[src/rtl/freqdiv_pkg.sv]
// Shared definitions for the multi-channel frequency divider.
//   FREQDIV_WIDTH_DEFAULT : default counter / divide-value width
//   FREQDIV_NCH_DEFAULT   : default number of channels
//   freqdiv_chan_w()      : width of the channel-select field (clog2, at least 1)
//   freqdiv_div_t         : divide value at the default width
package freqdiv_pkg;

  localparam int FREQDIV_WIDTH_DEFAULT = 20;
  localparam int FREQDIV_NCH_DEFAULT   = 4;

  // A single channel still needs a one-bit select so the port never collapses.
  function automatic int freqdiv_chan_w(input int nch);
    return (nch > 1) ? $clog2(nch) : 1;
  endfunction

  typedef logic [FREQDIV_WIDTH_DEFAULT-1:0] freqdiv_div_t;

endpackage

[src/rtl/freqdiv_chan.sv]
// One divider channel: counter, active and shadow divide values, Tick strobe
// and 50%-duty square wave.
// Ports:
//   Clk, Rst      rising-edge clock, synchronous active-high reset
//   En            run enable; low clears the counter and holds SqOut
//   WrSel         this channel is the target of a divide-value write
//   WrDiv         new divide value D (period D+1) for the shadow register
//   SyncIn        (only with FREQDIV_SYNC_EN) restart the channel from zero
//   Tick          one-cycle strobe per period, registered
//   SqOut         toggles with every Tick, registered
// Optional macro: FREQDIV_SYNC_EN adds SyncIn.
module freqdiv_chan
  import freqdiv_pkg::*;
#(
  parameter int               WIDTH       = FREQDIV_WIDTH_DEFAULT,
  parameter logic [WIDTH-1:0] DEFAULT_DIV = '1
) (
  input  logic             Clk,
  input  logic             Rst,
  input  logic             En,
  input  logic             WrSel,
  input  logic [WIDTH-1:0] WrDiv,
`ifdef FREQDIV_SYNC_EN
  input  logic             SyncIn,
`endif
  output logic             Tick,
  output logic             SqOut
);

  logic [WIDTH-1:0] cnt_q, cnt_d;
  logic [WIDTH-1:0] div_act_q, div_act_d;
  logic [WIDTH-1:0] div_shd_q, div_shd_d;
  logic             tick_q, tick_d;
  logic             sq_q, sq_d;
  logic             wrap;

  // cnt never exceeds div_act: div_act only changes when cnt is cleared, so
  // the increment cannot wrap even at the all-ones divide value.
  assign wrap = (cnt_q == div_act_q);

  always_comb begin
    cnt_d     = cnt_q;
    div_act_d = div_act_q;
    div_shd_d = div_shd_q;
    tick_d    = 1'b0;
    sq_d      = sq_q;

    if (!En) begin
      // Idle channel picks up any pending value so re-enable starts clean.
      cnt_d     = '0;
      div_act_d = div_shd_q;
    end else if (wrap) begin
      // The wrap consumes the shadow value as it was before this edge.
      cnt_d     = '0;
      div_act_d = div_shd_q;
      tick_d    = 1'b1;
      sq_d      = ~sq_q;
    end else begin
      cnt_d = cnt_q + 1'b1;
    end

`ifdef FREQDIV_SYNC_EN
    if (SyncIn) begin
      cnt_d     = '0;
      div_act_d = div_shd_q;
      tick_d    = 1'b0;
      sq_d      = 1'b0;
    end
`endif

    // The shadow write is independent of wrap, enable and sync.
    if (WrSel) begin
      div_shd_d = WrDiv;
    end
  end

  always_ff @(posedge Clk) begin
    if (Rst) begin
      cnt_q     <= '0;
      div_act_q <= DEFAULT_DIV;
      div_shd_q <= DEFAULT_DIV;
      tick_q    <= 1'b0;
      sq_q      <= 1'b0;
    end else begin
      cnt_q     <= cnt_d;
      div_act_q <= div_act_d;
      div_shd_q <= div_shd_d;
      tick_q    <= tick_d;
      sq_q      <= sq_d;
    end
  end

  assign Tick  = tick_q;
  assign SqOut = sq_q;

endmodule

[src/rtl/freqdiv_multi.sv]
// Multi-channel programmable frequency divider / clock-enable generator.
// Each channel emits a one-cycle Tick every D+1 enabled cycles and a square
// wave of period 2*(D+1).
// Ports:
//   Clk, Rst   rising-edge clock, synchronous active-high reset
//   ChanEn     per-channel run enable
//   WrEn       single-cycle divide-value write strobe
//   WrChan     write target channel; values >= NCH are ignored
//   WrDiv      new divide value D, applied at the channel's next wrap
//   Tick       per-channel period strobe
//   SqOut      per-channel 50%-duty square wave
//   SyncIn     (only with FREQDIV_SYNC_EN) realigns every channel
// Optional macro: FREQDIV_SYNC_EN adds SyncIn.
module freqdiv_multi
  import freqdiv_pkg::*;
#(
  parameter int               NCH         = FREQDIV_NCH_DEFAULT,
  parameter int               WIDTH       = FREQDIV_WIDTH_DEFAULT,
  parameter logic [WIDTH-1:0] DEFAULT_DIV = '1
) (
  input  logic                             Clk,
  input  logic                             Rst,
  input  logic [NCH-1:0]                   ChanEn,
  input  logic                             WrEn,
  input  logic [freqdiv_chan_w(NCH)-1:0]   WrChan,
  input  logic [WIDTH-1:0]                 WrDiv,
`ifdef FREQDIV_SYNC_EN
  input  logic                             SyncIn,
`endif
  output logic [NCH-1:0]                   Tick,
  output logic [NCH-1:0]                   SqOut
);

  logic [NCH-1:0] wr_sel;

  // Out-of-range channel numbers match no channel, so they drop silently.
  always_comb begin
    wr_sel = '0;
    for (int i = 0; i < NCH; i++) begin
      wr_sel[i] = WrEn && (int'(WrChan) == i);
    end
  end

  for (genvar i = 0; i < NCH; i++) begin : g_chan
    freqdiv_chan #(
      .WIDTH       (WIDTH),
      .DEFAULT_DIV (DEFAULT_DIV)
    ) u_chan (
      .Clk    (Clk),
      .Rst    (Rst),
      .En     (ChanEn[i]),
      .WrSel  (wr_sel[i]),
      .WrDiv  (WrDiv),
`ifdef FREQDIV_SYNC_EN
      .SyncIn (SyncIn),
`endif
      .Tick   (Tick[i]),
      .SqOut  (SqOut[i])
    );
  end

endmodule

[config.mk]
export PLATFORM = sky130hd
export DESIGN_NAME = freqdiv_multi
export DESIGN_NICKNAME = d
export VERILOG_FILES = /design/src/rtl/freqdiv_pkg.sv /design/src/rtl/freqdiv_chan.sv /design/src/rtl/freqdiv_multi.sv
export SDC_FILE = /design/constraint.sdc
export NUM_CORES = 1
export LEC_CHECK = 0
export ABC_CLOCK_PERIOD_IN_PS = 2200
export BUFFER_PORTS_ARGS = -buffer_cell sky130_fd_sc_hd__buf_2
export CAP_MARGIN = 25
export CORE_UTILIZATION = 35
export DETAILED_ROUTE_END_ITERATION = 10
export PLACE_DENSITY = 0.56
export SYNTH_ARGS = -nofsm -noshare
export SYNTH_HDL_FRONTEND = slang
export SYNTH_SLANG_ARGS = --single-unit
[constraint.sdc]
create_clock -name Clk -period 2.2 [get_ports Clk]
set_clock_uncertainty 0.05 [all_clocks]
set_input_delay 0.22 -clock Clk [delete_from_list [all_inputs] [get_ports Clk]]
set_output_delay 0.22 -clock Clk [all_outputs]
set_load 0.01 [all_outputs]
==> results by group <==
Run status
  • Status: complete, no violations

Min path
  • Worst hold stages: 4
  • Hold WC Path Type: in -> reg
  • Hold path start: ChanEn[3]

CTS
  • H-tree depth: 1
  • Skew-Pair Late Insertion Delay: 0.53 ns
  • CTS tree: yes
  • Root Driver: clkbuf_16
  • Setup Buffers After CTS: 0
  • Clk sinks: 248
  • CTS Buf Count: 27
  • Clk slew on worst S/H paths: 0.06 ns
  • Worst-case clock buffer depth: 3

Synth
  • Top area cells in the synthesized netlist: dfxtp_1 (48%), xor2_1 (10%), nand2_1 (6.8%), o221ai_1 (5.1%), o211ai_1 (4.5%)
  • Synth area leader: dfxtp_1
  • Post-synth top area share: 0.482
  • Register area share after synthesis: 0.482
  • FF+latch count, synth: 248
  • Cell Area, Synth: 10,300 sq um
  • Synth cell types: 37
  • Ys Warns: 0
  • EDFF count, synth: 0
  • Mapped Nets: 1,189
  • Ys flop type: dfxtp_1
  • Async S/R FF share, synth: 0
  • Syn Inst Count: between 1,000 and 1,500
  • Post-synthesis average cell area: about 9 sq um

Pwr
  • Clock power frac: 0.464
  • Logic gate share of total power: 0.061
  • PwrDens: ~830 nW/um^2
  • Seq pwr share: 0.475
  • Static Leak: 4.78 nW
  • Total net switching power: 2.25 mW
  • Sw Share: 0.225
  • Peak supply drop: 573 uV
  • Power Internal: 7.76 mW

Critical path
  • Worst setup SP type: flop
  • Req. time, crit path: 2.57 ns
  • Cell count of the worst reg-to-reg path: 5
  • Maximum fanout along the worst path: 22
  • Worst reg2reg startpoint: g_chan[1].u_chan.cnt_q[7]
  • Setup crit end kind: flop
  • Worst path arrival time: around 2.4 ns
  • CP startpoint: g_chan[1].u_chan.cnt_q[7]
  • CP Class: reg -> reg

Finish
  • Commonest non-fill, non-tap cells in the layout: dfxtp_1 (248), nand2_1 (186), xor2_1 (118)
  • Fin nets: 1,235
  • Fraction of layout cells with a size suffix above 1: 0.109
  • Synth-to-layout area growth: 16.8%
  • Most common cell after layout, fill and taps aside: dfxtp_1
  • Design Area, Final: ~12,000 sq um

Global routing
  • Global-route wire length before repair: between 30,000 and 40,000 um
  • Total global-route track usage: 0.158
  • Largest net degree at the start of global routing: 58
  • Vias in the first global route: 7,392
  • Initial antenna violation count: 1
  • Overflow after GRT: 0

Die
  • # IOs: 37
  • Die area: 30,100 sq um
  • Core ar.: about 29,000 sq um
  • Die height: 174 um
  • # rows: 62
  • Die W: 174 um
  • Initial Utilization: 0.357

STA
  • Tcrit/Tclk final: 0.926
  • Relative slew slack: 0.629
  • Fin. max-slew vios: 0
  • Final setup violation count: 0
  • Setup TNS: 0 ns
  • Worst-Margin Slew: approximately 0.55 ns
  • Min setup slack post-route: approximately 0.16 ns
  • Final Hold Fails: 0
  • RSZ-0062 raised after global routing: false
  • Post-layout minimum cycle time: 2.04 ns
  • Fmax: 491 MHz

Routing
  • Vias per cell: slightly below 5
  • Avg WL per Cell: around 15 um
  • Vias: 7,765
  • Final ANT Viol Nets: 0
  • # DRC: 0
  • DRT iter0 DRCs: 574
  • 1st-pass router iterations: 6
  • Total Wirelength: 23,800 um

Flow run
  • MaxCap Viol Count: 0

Placement
  • RePlAce Congestion: 0.758
  • Post-DP Area: 10,900 sq um
  • DP Worst Slack: 0.166 ns
  • Post-DP HPWL: 16,100 um
  • Number of port buffers: 36
-- worst paths after layout --
path / end / slack [ns]
worst max-delay path: g_chan[1].u_chan.div_act_q[0] / 0.16
worst min-delay path: g_chan[3].u_chan.SqOut / 0.04
worst max register to register: g_chan[1].u_chan.div_act_q[0] / 0.16
worst min register to register: g_chan[1].u_chan.div_shd_q[14] / 0.42
-- synthesized netlist by cell type (all sizes together), types with 20 or more instances --
library cell  count
buf              28
and2             22
xnor2            33
clkbuf           49
dfxtp           248
nor2             98
nand2           186
nor4             23
a221o            20
o211ai           62
nand3            60
o221ai           60
xor2            119
inv              69
-- layout make-up --
cell class / count / area (sq um)
antenna: 1 / 2.50
clock buffer: 36 / 749
clock inverter: 11 / 164
fill: 2875 / 16800
inverter: 69 / 262
multi-input combinational: 761 / 4720
sequential: 248 / 4960
tap: 384 / 480
timing repair buffer: 95 / 701
-- critical path: stages (launching register included) --
cell	delay, ns
dfxtp_1	0.35
xor2_1	0.16
nor4_1	0.42
nand2_1	0.18
or2_4	0.37
a221o_2	0.38
-- metal layers --
layer,wire length [um],up-vias,part of all wire,GRT usage
met2,11100,103,0.47,0.261
met3,749,33,0.032,0.0241
met1,11400,3593,0.48,0.211
met4,546,0,0.023,0.0461
li1,-,4036,-,-
met5,0,-,0,0
-- logic make-up after synthesis --
family / count (synthesis) / share of synthesized area
AO/OA/AOI/OAI: 156 / 0.124
AND/OR/NAND/NOR: 449 / 0.198
XOR/XNOR: 152 / 0.130
buffers and inverters: 147 / 0.0617
adder cells (fa/ha/maj): 4 / 0.00486
flip-flops: 248 / 0.482
-- sequential cells by signal (all words and copies together), names as in the netlist --
signal,cells
g_chan.u_chan.cnt_q,80
g_chan.u_chan.div_shd_q,80
g_chan.u_chan.div_act_q,80
g_chan.u_chan.SqOut,4
g_chan.u_chan.Tick,4
-- stage by stage --
stage / hold WS [ns] / utilization / cells / total power [mW]
2_1_floorplan: 0.294 / - / 1156 / 5.23
3_3_place_gp: 0.403 / 0.378 / 1536 / 5.43
3_5_place_dp: 0.411 / 0.378 / 1536 / 5.44
4_1_cts: 0.0218 / 0.417 / 1604 / 10.2
5_1_grt: 0.0368 / 0.417 / 1604 / 10.4
6_report: 0.0443 / 0.417 / 1605 / 10.0
-- power groups by stage --
stage          clock [mW]  sequential [mW]  combinational (mW)
2_1_floorplan           0             4.83               0.401
3_3_place_gp            0             4.86               0.579
3_5_place_dp            0             4.86               0.588
4_1_cts              4.78             4.76               0.619
5_1_grt              4.97             4.77               0.683
6_report             4.64             4.76               0.611
-- what timing repair did --
| item | CTS | global route |
|---|---|---|
| endpoints found under the hold margin | 70 | 0 |
| resized for setup | 0 | 2 |
| hold buffers | 21 | 0 |
| setup endpoints to repair | 0 | 34 |
Power figures use the tool's default switching activity.
